==> config.mk <==
export PLATFORM = sky130hd
export DESIGN_NAME = axi_burst_rd_engine_flat
export DESIGN_NICKNAME = d
export VERILOG_FILES = /design/src/rtl/axi_burst_rd_engine_if.sv /design/src/rtl/axi_burst_rd_engine.sv /design/src/flat_wrapper.sv
export SDC_FILE = /design/constraint.sdc
export NUM_CORES = 1
export LEC_CHECK = 0
export BUFFER_PORTS_ARGS = -buffer_cell sky130_fd_sc_hd__buf_2
export CAP_MARGIN = 10
export CORE_MARGIN = 4
export CORE_UTILIZATION = 60
export DETAILED_ROUTE_END_ITERATION = 10
export PLACE_DENSITY_LB_ADDON = 0.08
export SYNTH_ARGS = -nofsm -noshare
export SYNTH_HDL_FRONTEND = slang
export SYNTH_SLANG_ARGS = --single-unit
==> constraint.sdc <==
create_clock -name clk -period 13.74 [get_ports clk]
set_input_delay 3.435 -clock clk [delete_from_list [all_inputs] [get_ports clk]]
set_output_delay 3.435 -clock clk [all_outputs]
set_load 0.1 [all_outputs]
==> src/rtl/axi_burst_rd_engine_if.sv <==
// AXI read-channel bundle (AR + R) between the burst read engine and the
// controller's AXI read port.
interface axi_burst_rd_engine_if #(
   parameter int ADDR_WIDTH = 26,
   parameter int DATA_WIDTH = 32
);
   logic                  arvalid;
   logic [ADDR_WIDTH-1:0] araddr;
   logic [7:0]            arlen;
   logic                  arready;
   logic                  rvalid;
   logic                  rlast;
   logic [DATA_WIDTH-1:0] rdata;
   logic                  rready;

   modport master (
      output arvalid, araddr, arlen, rready,
      input  arready, rvalid, rlast, rdata
   );

   modport slave (
      input  arvalid, araddr, arlen, rready,
      output arready, rvalid, rlast, rdata
   );
endinterface

==> src/rtl/axi_burst_rd_engine.sv <==
// AXI burst read engine: splits one request into AXI bursts of at most
// RBURST_LEN beats that never cross a 2^COL_BITS-word DRAM row, returns the
// data on a registered stream and flags RLAST protocol violations.
// Optional macro RD_CHECK_EN adds an incrementing-pattern data checker
// driving rd_error; without it rd_error is tied low.
//
// state  | meaning
// S_IDLE | waiting for rd_trig, rd_ready high
// S_AR   | address phase, arvalid held with stable addr/len
// S_R    | data phase, rready high, counting beats of the burst
// S_DONE | rd_done pulse, back to idle next cycle
module axi_burst_rd_engine #(
   parameter int ADDR_WIDTH = 26,
   parameter int DATA_WIDTH = 32,
   parameter int COL_BITS   = 10,
   parameter int RBURST_LEN = 8,
   parameter int LEN_WIDTH  = 16
) (
   input  logic                  clk,
   input  logic                  rst,
   input  logic                  rd_trig,
   input  logic [ADDR_WIDTH-1:0] rd_addr,
   input  logic [LEN_WIDTH-1:0]  rd_len,
   output logic                  rd_ready,
   output logic                  rd_done,
   output logic [DATA_WIDTH-1:0] rd_data,
   output logic                  rd_data_en,
   output logic                  rd_error,
   output logic                  proto_err,
   axi_burst_rd_engine_if.master axi
);

   typedef enum logic [1:0] {S_IDLE, S_AR, S_R, S_DONE} state_t;

   state_t                state;
   logic [ADDR_WIDTH-1:0] cur_addr;
   logic [LEN_WIDTH-1:0]  remain;
   logic [7:0]            arlen_q;
   logic [7:0]            bcnt;
   logic                  arvalid_q;
   logic                  rready_q;

   logic [8:0]            beats;
   logic [ADDR_WIDTH-1:0] next_addr;
   logic [LEN_WIDTH-1:0]  next_remain;
   logic [8:0]            first_beats;
   logic [8:0]            next_beats;
   logic                  beat_fire;

   // Burst size: limited by the burst cap, the beats still owed and the room
   // left in the current DRAM row.
   function automatic logic [8:0] calc_beats(input logic [COL_BITS-1:0] col,
                                             input logic [LEN_WIDTH-1:0] rem);
      logic [31:0] room;
      logic [31:0] lim;
      room = (32'd1 << COL_BITS) - 32'(col);
      lim  = 32'(RBURST_LEN);
      if (32'(rem) < lim) lim = 32'(rem);
      if (room < lim)     lim = room;
      return 9'(lim);
   endfunction

   assign beats       = {1'b0, arlen_q} + 9'd1;
   assign next_addr   = cur_addr + ADDR_WIDTH'(beats);
   assign next_remain = remain - LEN_WIDTH'(beats);
   assign first_beats = calc_beats(rd_addr[COL_BITS-1:0], rd_len);
   assign next_beats  = calc_beats(next_addr[COL_BITS-1:0], next_remain);
   assign beat_fire   = (state == S_R) && axi.rvalid && rready_q;

   assign axi.arvalid = arvalid_q;
   assign axi.araddr  = cur_addr;
   assign axi.arlen   = arlen_q;
   assign axi.rready  = rready_q;

   // Request sequencing FSM with registered handshake and status outputs.
   always_ff @(posedge clk or posedge rst) begin
      if (rst) begin
         state      <= S_IDLE;
         cur_addr   <= '0;
         remain     <= '0;
         arlen_q    <= '0;
         bcnt       <= '0;
         arvalid_q  <= 1'b0;
         rready_q   <= 1'b0;
         rd_ready   <= 1'b1;
         rd_done    <= 1'b0;
         rd_data    <= '0;
         rd_data_en <= 1'b0;
         proto_err  <= 1'b0;
      end else begin
         rd_data_en <= 1'b0;
         rd_done    <= 1'b0;
         case (state)
            S_IDLE: begin
               if (rd_trig) begin
                  rd_ready <= 1'b0;
                  if (rd_len != '0) begin
                     cur_addr  <= rd_addr;
                     remain    <= rd_len;
                     arlen_q   <= 8'(first_beats - 9'd1);
                     arvalid_q <= 1'b1;
                     state     <= S_AR;
                  end else begin
                     rd_done <= 1'b1;
                     state   <= S_DONE;
                  end
               end
            end
            S_AR: begin
               if (axi.arready) begin
                  arvalid_q <= 1'b0;
                  rready_q  <= 1'b1;
                  bcnt      <= arlen_q;
                  state     <= S_R;
               end
            end
            S_R: begin
               if (beat_fire) begin
                  rd_data    <= axi.rdata;
                  rd_data_en <= 1'b1;
                  bcnt       <= bcnt - 8'd1;
                  if ((bcnt == 8'd0) != axi.rlast) proto_err <= 1'b1;
                  // The beat count, not rlast, decides where a burst ends.
                  if (bcnt == 8'd0) begin
                     cur_addr <= next_addr;
                     remain   <= next_remain;
                     rready_q <= 1'b0;
                     if (next_remain != '0) begin
                        arlen_q   <= 8'(next_beats - 9'd1);
                        arvalid_q <= 1'b1;
                        state     <= S_AR;
                     end else begin
                        rd_done <= 1'b1;
                        state   <= S_DONE;
                     end
                  end
               end
            end
            S_DONE: begin
               rd_ready <= 1'b1;
               state    <= S_IDLE;
            end
            default: state <= S_IDLE;
         endcase
      end
   end

`ifdef RD_CHECK_EN
   logic [ADDR_WIDTH-1:0] base;
   logic [LEN_WIDTH-1:0]  beat_idx;
   logic [DATA_WIDTH-1:0] exp_data;

   // Incrementing-pattern checker: expected word travels one stage alongside
   // rd_data, so a bad beat raises rd_error two cycles after acceptance.
   always_ff @(posedge clk or posedge rst) begin
      if (rst) begin
         base     <= '0;
         beat_idx <= '0;
         exp_data <= '0;
         rd_error <= 1'b0;
      end else begin
         if (state == S_IDLE && rd_trig && rd_len != '0) begin
            base     <= rd_addr;
            beat_idx <= '0;
         end else if (beat_fire) begin
            beat_idx <= beat_idx + 1'b1;
            exp_data <= DATA_WIDTH'(base + ADDR_WIDTH'(beat_idx));
         end
         if (rd_data_en && rd_data != exp_data) rd_error <= 1'b1;
      end
   end
`else
   assign rd_error = 1'b0;
`endif

endmodule

==> src/flat_wrapper.sv <==
// flat-port wrapper written by rule: the top's interface ports become plain ports
module axi_burst_rd_engine_flat 
#(
   parameter int ADDR_WIDTH = 26,
   parameter int DATA_WIDTH = 32,
   parameter int COL_BITS   = 10,
   parameter int RBURST_LEN = 8,
   parameter int LEN_WIDTH  = 16
)
  (clk, rst, rd_trig, rd_addr, rd_len, rd_ready, rd_done, rd_data, rd_data_en, rd_error, proto_err, axi_arvalid, axi_araddr, axi_arlen, axi_rready, axi_arready, axi_rvalid, axi_rlast, axi_rdata);
  axi_burst_rd_engine_if #(.ADDR_WIDTH(ADDR_WIDTH), .DATA_WIDTH(DATA_WIDTH)) axi_i ();
  input  logic clk;
  input  logic rst;
  input  logic rd_trig;
  input  logic [ADDR_WIDTH-1:0] rd_addr;
  input  logic [LEN_WIDTH-1:0] rd_len;
  output logic rd_ready;
  output logic rd_done;
  output logic [DATA_WIDTH-1:0] rd_data;
  output logic rd_data_en;
  output logic rd_error;
  output logic proto_err;
  output wire logic [$bits(axi_i.arvalid)-1:0] axi_arvalid;
  output wire logic [$bits(axi_i.araddr)-1:0] axi_araddr;
  output wire logic [$bits(axi_i.arlen)-1:0] axi_arlen;
  output wire logic [$bits(axi_i.rready)-1:0] axi_rready;
  input wire logic [$bits(axi_i.arready)-1:0] axi_arready;
  input wire logic [$bits(axi_i.rvalid)-1:0] axi_rvalid;
  input wire logic [$bits(axi_i.rlast)-1:0] axi_rlast;
  input wire logic [$bits(axi_i.rdata)-1:0] axi_rdata;
  assign axi_arvalid = axi_i.arvalid;
  assign axi_araddr = axi_i.araddr;
  assign axi_arlen = axi_i.arlen;
  assign axi_rready = axi_i.rready;
  assign axi_i.arready = axi_arready;
  assign axi_i.rvalid = axi_rvalid;
  assign axi_i.rlast = axi_rlast;
  assign axi_i.rdata = axi_rdata;
  axi_burst_rd_engine #(.ADDR_WIDTH(ADDR_WIDTH), .DATA_WIDTH(DATA_WIDTH), .COL_BITS(COL_BITS), .RBURST_LEN(RBURST_LEN), .LEN_WIDTH(LEN_WIDTH)) u_core (.clk(clk), .rst(rst), .rd_trig(rd_trig), .rd_addr(rd_addr), .rd_len(rd_len), .rd_ready(rd_ready), .rd_done(rd_done), .rd_data(rd_data), .rd_data_en(rd_data_en), .rd_error(rd_error), .proto_err(proto_err), .axi(axi_i));
endmodule
==> summary.txt, run 1 <==
Synthesis
  – Post-Synthesis Cells: between 900 and 1000
  – EDFF count, synth: 0
  – Largest family of logic cells by synthesized area: simple AND/OR/NAND/NOR gates
  – Syn Area/Cell: 8.01 um2
  – Unique masters post-synth: 87
  – Adder-cell area share of the yosys netlist: 0.0801
  – Synthesis-stage register bit count: 98
  – Post-synth ARST share: 1.00
  – Top FF cell, synth: dfrtp_1
  – Post-synthesis mux area share: 0.00272
  – Complex-gate fraction of the synthesized area: 0.242
  – Cell Area, Synth: between 0.007 and 0.008 mm2
  – Post-synthesis sequential area ratio: 0.333
  – Simple-gate portion of the synthesized area: 0.250
  – Synth warn: 0
  – Post-synthesis xor/xnor area fraction: 0.0462

STA
  – Relative slew slack: 0.379
  – Final Cycle Share: 0.510
  – Setup_tns: 0 ps
  – Worst-margin pin slew: 924 ps
  – # setup viols final: 0
  – Fmax achieved: ~140 MHz
  – RSZ-0062 raised after global routing: no
  – Minimum hold slack: 469 ps
  – Max-slew violation count: 0
  – Min Tclk post-route: 7010 ps
  – Endpoints failing hold: 0
  – Fin Clk Skew: 11.4 ps

CTS
  – CTS Buf Count: 9
  – Clock Sinks: 98
  – Clk slew on worst S/H paths: roughly 70 ps
  – Root Buffer: clkbuf_16
  – Post-CTS sizing: 0
  – # hold bufs at CTS: 0
  – Clk_lat worst skew: roughly 350 ps
  – Setup bufs post-CTS: 0
  – CTS tree: done
  – Clock Path Buffers: 2
  – Htree depth: 3

Critical path
  – Crit. End Element: register
  – Slowest stage delay, CP: a little under 500 ps
  – Delay-heaviest family, CP: compound AO/OA/AOI/OAI gates
  – CP max stage cell: or4b_4
  – Setup Crit Path Kind: in -> reg
  – CP Data Arrival Time: between 7000 and 8000 ps
  – CP dominant cell by count: o21a_1
  – Req. time, crit path: 13990 ps
  – CP max FO: 9
  – CP bufs+invs: 1
  – FF-to-FF Start: u_core.axi.arlen[1]$_DFFE_PP0P_
  – Register-to-register setup slack: just under 7000 ps
  – R2R depth: 22
  – Worst R2R End: u_core.axi.arlen[7]$_DFFE_PP0P_
  – Worst-path cell chain: buf_2 -> nor3_1 -> and4_1 -> nand2_1 -> ha_1 -> o21a_1 -> o21ai_0 -> a311o_1 -> a21oi_1 -> nor2_1 -> o21a_1 -> a41o_1 -> or4b_4 -> o31a_1 -> o31ai_1
  – Critical Path Start Type: input port

Global route
  – GR Layer Usage met2: 0.460
  – Grt ovf: 0
  – Tot GR Track Use: 0.290
  – First-pass GRT wire length: 33700 um
  – Initial antenna violation count: 0
  – Largest net degree at the start of global routing: 72
  – Vias in the first global route: 6902
  – Grt met3 use: 0.0527
  – Busiest grt layer: met2
  – Global routing usage on met1: 0.396

Die
  – Core ar.: 0.0120 mm2
  – Die W: 119 um
  – # IOs: 153
  – Initial Util: 0.614
  – Num rows: 40
  – Die ar.: 0.0141 mm2
  – Die H: 119 um

Route
  – Per-cell routed wire length: 17.0 um
  – Vias/cell: 6.10
  – Detailed Route WL: 20600 um
  – Vias: ~7400
  – Antenna viol nets, final: 0
  – Drt first pass iters: 7
  – Initial DRC Count: 684
  – DRC viols: 0

Placement
  – Gpl congestion: 0.947
  – DPL Wire Length: about 15000 um
  – Port-buffer cells: approximately 150
  – Placed cell count: about 1200

Hold path
  – Worst Hold End: u_core.rd_data[26]$_DFFE_PP0P_
  – Hold path depth: 2
  – Worst min-delay path class: reg -> reg
  – Hold Startpoint: u_core.rd_data[26]$_DFFE_PP0P_

Cells and area
  – Synth-to-layout area growth: 15.4%
  – Final cell count without fillers: roughly 1200
  – Ant diodes: 0
  – Fillers: 1051
  – Total Nets Final: 1180
  – Layout cells sized above 1: 0.197

Job
  – Max cap viols: 0

Status
  – Status: finished, final reports clean
-- area by class of cell --
| cell class | count | area (um2) | area share |
|---|---|---|---|
| Multi-Input combinational cell | 760 | 4650 | 0.546 |
| Sequential cell | 98 | 2450 | 0.288 |
| Timing Repair Buffer | 157 | 801 | 0.0941 |
| Clock buffer | 11 | 233 | 0.0273 |
| Tap cell | 147 | 184 | 0.0216 |
| Inverter | 28 | 108 | 0.0126 |
| Clock inverter | 5 | 86.3 | 0.0101 |
-- worst register-to-register path, cell delays in order (launching register included) --
cell      delay, ps
dfrtp_1         470
ha_1            220
nand3_1         120
nor2_1          200
xor2_1          300
inv_1           100
ha_1            520
nand4b_2        210
o211ai_1        340
nor2_1          120
xnor2_1         250
nand2_1         140
nor4_2          820
or2b_1          290
ha_1            190
or4_1           500
a21oi_1         280
o21ai_0         240
a32o_1          280
a31oi_1         390
nand3_1         230
o31a_1          340
o31ai_1         220
-- worst max path at each step --
stage / to / startpoint / cells past startpoint
2_1_floorplan: u_core.axi.arlen[7]$_DFFE_PP0P_ / rd_addr[2] / 15
3_3_place_gp: u_core.axi.arlen[7]$_DFFE_PP0P_ / rd_len[15] / 15
3_5_place_dp: u_core.axi.arlen[7]$_DFFE_PP0P_ / rd_len[15] / 15
4_1_cts: u_core.axi.arlen[7]$_DFFE_PP0P_ / rd_len[15] / 15
5_1_grt: u_core.axi.arlen[6]$_DFFE_PP0P_ / rd_addr[2] / 18
6_report: u_core.axi.arlen[7]$_DFFE_PP0P_ / rd_len[6] / 15
-- registers in the layout, indices dropped and copies added, names as in the netlist, 2 cells and up --
signal / cells
u_core.axi.araddr: 26
u_core.axi.arlen: 8
u_core.bcnt: 8
u_core.rd_data: 32
u_core.remain: 16
u_core.state: 2
-- per-layer routing --
layer | up-vias | share of wire | wire length [um]
li1 | 3542 | - | -
met1 | 3465 | 0.43 | 8870
met2 | 299 | 0.46 | 9380
met3 | 53 | 0.081 | 1660
met4 | 0 | 0.032 | 651
met5 | - | 0 | 0
-- metrics by stage --
step | worst slack (ps) | utilization | cell area [um2]
after global placement | 6530 | 0.682 | 8190
after floorplan | 6990 | - | 7420
after global routing | 6330 | 0.709 | 8510
after detailed placement | 6480 | 0.682 | 8190
final | 6730 | 0.709 | 8510
after CTS | 6790 | 0.709 | 8510
-- logic make-up (layout without fill, tap and decap cells) --
logic type                 after synthesis  after routing
DFF                                     98             98
adders and majority gates               46             46
muxes                                    2              2
other                                    2             15
and+or+nand+nor                        391            391
AOI/OAI and AO/OA                      268            268
xor gates and xnor gates                38             38
buffers and inverters                   75            201
-- synth_stat cells, types with 4 or more instances --
library cell / number / area, um2
o211ai_1: 10 / 75.1
nand2b_1: 12 / 75.1
a31oi_1: 14 / 87.6
inv_1: 27 / 101
buf_2: 4 / 20.0
a22oi_1: 8 / 60.1
and2_1: 7 / 43.8
nand2_1: 177 / 664
ha_1: 44 / 551
o22ai_1: 10 / 62.6
nor2_1: 80 / 300
clkbuf_1: 33 / 124
nor4_1: 10 / 62.6
a21oi_1: 75 / 375
o31ai_1: 7 / 52.6
or2_2: 9 / 56.3
xnor2_1: 21 / 184
buf_4: 8 / 60.1
nor3_1: 19 / 95.1
and3_1: 8 / 50.1
dfrtp_1: 97 / 2430
o22a_1: 4 / 35.0
a32oi_1: 5 / 43.8
a21o_1: 10 / 75.1
and4_1: 4 / 35.0
nand3_1: 30 / 150
o21ai_0: 61 / 305
o31a_1: 4 / 35.0
xor2_1: 16 / 140
a211oi_1: 7 / 52.6
o21a_1: 8 / 60.1
nor2b_1: 5 / 31.3
nor3b_1: 5 / 37.5
-- cell usage in the layout, fill, tap and decap left out, types with 9 or more instances in the layout --
| cell type | instances |
|---|---|
| nor3_1 | 19 |
| conb_1 | 15 |
| o21ai_0 | 61 |
| o22ai_1 | 10 |
| a21o_1 | 10 |
| nand2_1 | 177 |
| nand2b_1 | 11 |
| clkbuf_16 | 9 |
| ha_1 | 44 |
| dfrtp_1 | 97 |
| a21oi_1 | 75 |
| nand3_1 | 30 |
| nor2_1 | 80 |
| or2_2 | 9 |
| a31oi_1 | 14 |
| nor4_1 | 10 |
| xnor2_1 | 21 |
| inv_1 | 26 |
| o211ai_1 | 10 |
| buf_2 | 151 |
| xor2_1 | 16 |
Power of run 1 is not shown: default switching activity piles up to over one toggle a cycle in this logic, so the estimate is an artifact.
==> run 2: changes to the inputs <==
--- a/config.mk
+++ b/config.mk
@@ -8,7 +8,7 @@
 export BUFFER_PORTS_ARGS = -buffer_cell sky130_fd_sc_hd__buf_2
 export CAP_MARGIN = 10
 export CORE_MARGIN = 4
-export CORE_UTILIZATION = 60
+export CORE_UTILIZATION = 56
 export DETAILED_ROUTE_END_ITERATION = 10
 export PLACE_DENSITY_LB_ADDON = 0.08
 export SYNTH_ARGS = -nofsm -noshare
==> constraint.sdc (replaced) <==
create_clock -name clk -period 6.7 [get_ports clk]
set_input_delay 1.675 -clock clk [delete_from_list [all_inputs] [get_ports clk]]
set_output_delay 1.675 -clock clk [all_outputs]
set_load 0.1 [all_outputs]
==> summary.txt, run 2 (same netlist as run 1, synthesis figures left out) <==
Die
  – Die W: 123 um
  – Core ar.: 0.0128 mm2
  – Initial Util: 0.577
  – Num rows: 41
  – Die ar.: 0.0151 mm2
  – # IOs: 153
  – Die H: between 100 and 150 um

Route
  – Detailed Route WL: between 20000 and 25000 um
  – Drt first pass iters: 5
  – Vias: 7232
  – Per-cell routed wire length: 17.6 um
  – Initial DRC Count: 719
  – DRC viols: 0
  – Antenna viol nets, final: 0
  – Vias/cell: approximately 5.9

Global route
  – Grt ovf: 0
  – Initial antenna violation count: 0
  – First-pass GRT wire length: 34400 um
  – Largest net degree at the start of global routing: 72
  – Tot GR Track Use: 0.290
  – Vias in the first global route: around 6700

Critical path
  – CP Data Arrival Time: 6310 ps
  – CP max FO: 11
  – Slowest stage delay, CP: 520 ps
  – CP max stage cell: dfrtp_1
  – CP bufs+invs: 2
  – Worst-path cell chain: and3_1 -> nand3_1 -> nor2_1 -> xor2_1 -> inv_1 -> ha_1 -> nand4b_2 -> o211ai_1 -> nor2_1 -> xnor2_1 -> nand2_1 -> nor4_2 -> buf_4 -> or2b_1 -> ha_1 -> or4_1 -> a21oi_1 -> o21ai_0 -> a32o_1 -> a31oi_1 -> nand3_1 -> nor4_1 -> o31ai_1
  – Delay-heaviest family, CP: simple AND/OR/NAND/NOR gates
  – Crit. End Element: register
  – Critical Path Start Type: register
  – Setup Crit Path Kind: reg -> reg
  – Req. time, crit path: 6920 ps

STA
  – # setup viols final: 0
  – Fin Clk Skew: 5.39 ps
  – Fmax achieved: 164 MHz
  – Setup_tns: 0 ps
  – Worst-margin pin slew: 880 ps
  – Final Cycle Share: 0.910
  – Max-slew violation count: 0
  – Min Tclk post-route: 6100 ps
  – Endpoints failing hold: 0
  – Relative slew slack: 0.410
  – RSZ-0062 raised after global routing: no

CTS
  – Setup bufs post-CTS: 0
  – Clock Sinks: 98
  – Htree depth: 3
  – Post-CTS sizing: 0
  – Clk slew on worst S/H paths: 70 ps
  – CTS Buf Count: 9
  – Clock Path Buffers: 2
  – Root Buffer: clkbuf_16
  – # hold bufs at CTS: 0
  – Clk_lat worst skew: roughly 350 ps
  – CTS tree: done

Placement
  – Gpl congestion: 0.937
  – DPL Wire Length: 16300 um
  – Port-buffer cells: roughly 150

Hold path
  – Worst min-delay path class: reg -> reg

Cells and area
  – Ant diodes: 0
  – Max reg flops: 32
  – Synth-to-layout area growth: 15.7%
  – Layout cells sized above 1: 0.200
  – Total Nets Final: 1181
  – Most common cell after layout, fill and taps aside: nand2_1
  – Reg with most FFs: u_core.rd_data
  – Commonest non-fill, non-tap cells in the layout: nand2_1 (177), buf_2 (151), dfrtp_1 (97), nor2_1 (80), a21oi_1 (75)

Job
  – Max cap viols: 0

Status
  – Status: finished, final reports clean
## run 2: final cells by class
class | count | area [um2]
clock buffer | 10 | 239
clock inverter | 6 | 58.8
fill | 1158 | 4250
inverter | 28 | 108
multi-input combinational | 760 | 4650
sequential | 98 | 2450
tap | 172 | 215
timing repair buffer | 158 | 808
## run 2: metal layers
| layer | share of wire | global-route usage |
|---|---|---|
| met1 | 0.43 | 0.398 |
| met2 | 0.46 | 0.462 |
| met3 | 0.086 | 0.0553 |
| met4 | 0.024 | 0.100 |
| met5 | 0 | 0 |
## run 2: stage by stage
step / setup WS, ps / area, um2 / util / cells / hold slack, ps
detailed placement: 710 / 8230 / 0.644 / 1216 / 459
global route: 38.7 / 8530 / 0.668 / 1232 / 501
floorplan: 535 / 7420 / - / 933 / 456
global placement: 878 / 8230 / 0.644 / 1216 / 437
finish: 604 / 8530 / 0.668 / 1232 / 473
CTS: 685 / 8530 / 0.668 / 1232 / 479
## run 2: worst register-to-register path: stages (launching register included)
cell and delay [ps]:
dfrtp_1 520, and3_1 210, nand3_1 110, nor2_1 150
xor2_1 200, inv_1 70, ha_1 500, nand4b_2 210
o211ai_1 300, nor2_1 100, xnor2_1 240, nand2_1 120
nor4_2 260, buf_4 200, or2b_1 240, ha_1 180
or4_1 500, a21oi_1 250, o21ai_0 190, a32o_1 260
a31oi_1 410, nand3_1 240, nor4_1 370, o31ai_1 120
## run 2: path summary, 6_finish.rpt
check / from / to / slack [ps] / depth (start not counted)
worst max-delay path: u_core.axi.arlen[4]$_DFFE_PP0P_ / u_core.axi.arlen[7]$_DFFE_PP0P_ / 600 / 23
worst min-delay path: u_core.proto_err$_DFFE_PP0P_ / u_core.proto_err$_DFFE_PP0P_ / 470 / 1
worst max register to register: u_core.axi.arlen[4]$_DFFE_PP0P_ / u_core.axi.arlen[7]$_DFFE_PP0P_ / 600 / 23
worst min register to register: u_core.proto_err$_DFFE_PP0P_ / u_core.proto_err$_DFFE_PP0P_ / 470 / 1
max in group asynchronous: rst / u_core.axi.arlen[4]$_DFFE_PP0P_ / 4210 / 3
min in group asynchronous: rst / u_core.rd_data[23]$_DFFE_PP0P_ / 1360 / 2
Power of run 2 is left out for the same reason.
==> run 3: changes to the inputs <==
--- a/config.mk
+++ b/config.mk
@@ -5,6 +5,7 @@
 export SDC_FILE = /design/constraint.sdc
 export NUM_CORES = 1
 export LEC_CHECK = 0
+export ABC_CLOCK_PERIOD_IN_PS = 6700
 export BUFFER_PORTS_ARGS = -buffer_cell sky130_fd_sc_hd__buf_2
 export CAP_MARGIN = 10
 export CORE_MARGIN = 4
==> constraint.sdc (replaced) <==
create_clock -name clk -period 6.7 [get_ports clk]
set_input_delay 1.005 -clock clk [delete_from_list [all_inputs] [get_ports clk]]
set_output_delay 1.005 -clock clk [all_outputs]
set_load 0.1 [all_outputs]
==> summary.txt, run 3 (same netlist as run 1, synthesis figures left out) <==
Status
  – Status: finished, final reports clean

Critical path
  – Setup Crit Path Kind: reg -> reg
  – Req. time, crit path: a little under 7000 ps
  – Slowest stage delay, CP: ~500 ps
  – Register-to-register setup slack: 680 ps
  – CP max FO: 11
  – Critical Path Start Type: register
  – CP Data Arrival Time: 6270 ps
  – CP max stage cell: dfrtp_1
  – R2R depth: 25
  – Crit. End Element: register
  – CP dominant cell by count: ha_1

CTS
  – Post-CTS sizing: 0
  – Setup bufs post-CTS: 0
  – Clk slew on worst S/H paths: 70 ps
  – Htree depth: 3
  – Clock Path Buffers: 2
  – Clock Sinks: 98
  – CTS Buf Count: 9
  – CTS tree: done
  – Root Buffer: clkbuf_16
  – Clk_lat worst skew: 350 ps
  – # hold bufs at CTS: 0

Die
  – Num rows: 41
  – Core ar.: between 0.01 and 0.015 mm2
  – # IOs: 153
  – Initial Util: 0.577
  – Die W: 123 um
  – Die ar.: 0.0151 mm2
  – Die H: ~120 um

Cells and area
  – FF+latch area: between 0.002 and 0.0025 mm2
  – Ant diodes: 0
  – Most common cell after layout, fill and taps aside: nand2_1
  – Area of the multi-input gates: between 0.004 and 0.005 mm2
  – Fillers: 1126
  – Layout cells sized above 1: 0.199
  – Reg with most FFs: u_core.rd_data
  – Max reg flops: 32
  – Total Nets Final: 1181
  – Commonest non-fill, non-tap cells in the layout: nand2_1 (177), buf_2 (151), dfrtp_1 (97), nor2_1 (80), a21oi_1 (75)
  – Synth-to-layout area growth: 16.1%

STA
  – Final Cycle Share: 0.899
  – Relative slew slack: 0.376
  – # setup viols final: 0
  – RSZ-0062 raised after global routing: no
  – Max-slew violation count: 0
  – Min Tclk post-route: 6020 ps
  – Worst-margin pin slew: 931 ps
  – Fmax achieved: about 170 MHz
  – Setup_tns: 0 ps
  – Fin Clk Skew: 10.1 ps
  – Endpoints failing hold: 0

Route
  – DRC viols: 0
  – Detailed Route WL: approximately 22000 um
  – Initial DRC Count: 629
  – Vias: 7209
  – Antenna viol nets, final: 0
  – Per-cell routed wire length: between 15 and 20 um
  – Drt first pass iters: 5
  – Vias/cell: 5.85

Global route
  – Initial antenna violation count: 0
  – Tot GR Track Use: 0.288
  – Grt ovf: 0
  – Largest net degree at the start of global routing: 72
  – First-pass GRT wire length: approximately 34000 um
  – Vias in the first global route: 6705

Job
  – Max cap viols: 0

Placement
  – Gpl congestion: between 0.9 and 1
  – DPL Wire Length: 16200 um
  – Port-buffer cells: between 150 and 200

Hold path
  – Worst min-delay path class: reg -> reg
  – Hold path depth: 1
==> run 3: cell types whose count changed in the layout (fill, tap and decap cells not counted), moves of 2 or more <==
| cell | change |
|---|---|
| inv_6 | -2 |
| bufinv_16 | +2 |
| clkinvlp_4 | +2 |
| clkbuf_1 | +2 |
==> run 3: worst max-delay path: cells and delay by family (launching register included) <==
| family | cells | cell delay, ps |
|---|---|---|
| buf+inv | 2 | 280 |
| simple gates | 13 | 2580 |
| xor+xnor | 2 | 440 |
| compound gates | 5 | 1170 |
| flops | 1 | 500 |
| fa+ha+maj | 3 | 940 |
==> run 3: through the flow <==
stage | util | cell area [um2] | worst slack, ps | hold slack [ps] | std cells
2_1_floorplan | - | 7420 | 535 | 456 | 933
3_3_place_gp | 0.644 | 8230 | 857 | 437 | 1216
3_5_place_dp | 0.644 | 8230 | 687 | 446 | 1216
4_1_cts | 0.669 | 8550 | 642 | 471 | 1232
5_1_grt | 0.670 | 8560 | 105 | 488 | 1232
6_report | 0.670 | 8560 | 680 | 460 | 1232
==> run 3: routing by layer <==
metal  global-route usage  wire (um)
met1                0.401       9690
met2                0.456       9860
met3               0.0488       1470
met4               0.0980        534
met5                    0          0
==> run 3: cell type report <==
| cell class | count | area share |
|---|---|---|
| clock inverter | 5 | 0.0101 |
| clock buffer | 11 | 0.0272 |
| sequential | 98 | 0.287 |
| tap | 172 | 0.0252 |
| multi-input combinational | 760 | 0.544 |
| inverter | 28 | 0.0126 |
| timing repair buffer | 158 | 0.0945 |
==> run 3: final timing paths <==
| kind | from | endpoint |
|---|---|---|
| max | u_core.axi.arlen[4]$_DFFE_PP0P_ | u_core.axi.arlen[6]$_DFFE_PP0P_ |
| min | u_core.proto_err$_DFFE_PP0P_ | u_core.proto_err$_DFFE_PP0P_ |
| max reg2reg | u_core.axi.arlen[4]$_DFFE_PP0P_ | u_core.axi.arlen[6]$_DFFE_PP0P_ |
| min reg2reg | u_core.proto_err$_DFFE_PP0P_ | u_core.proto_err$_DFFE_PP0P_ |
| max in group asynchronous | rst | u_core.rd_data[8]$_DFFE_PP0P_ |
| min in group asynchronous | rst | u_core.axi.araddr[20]$_DFFE_PP0P_ |
Power of run 3 is left out for the same reason.
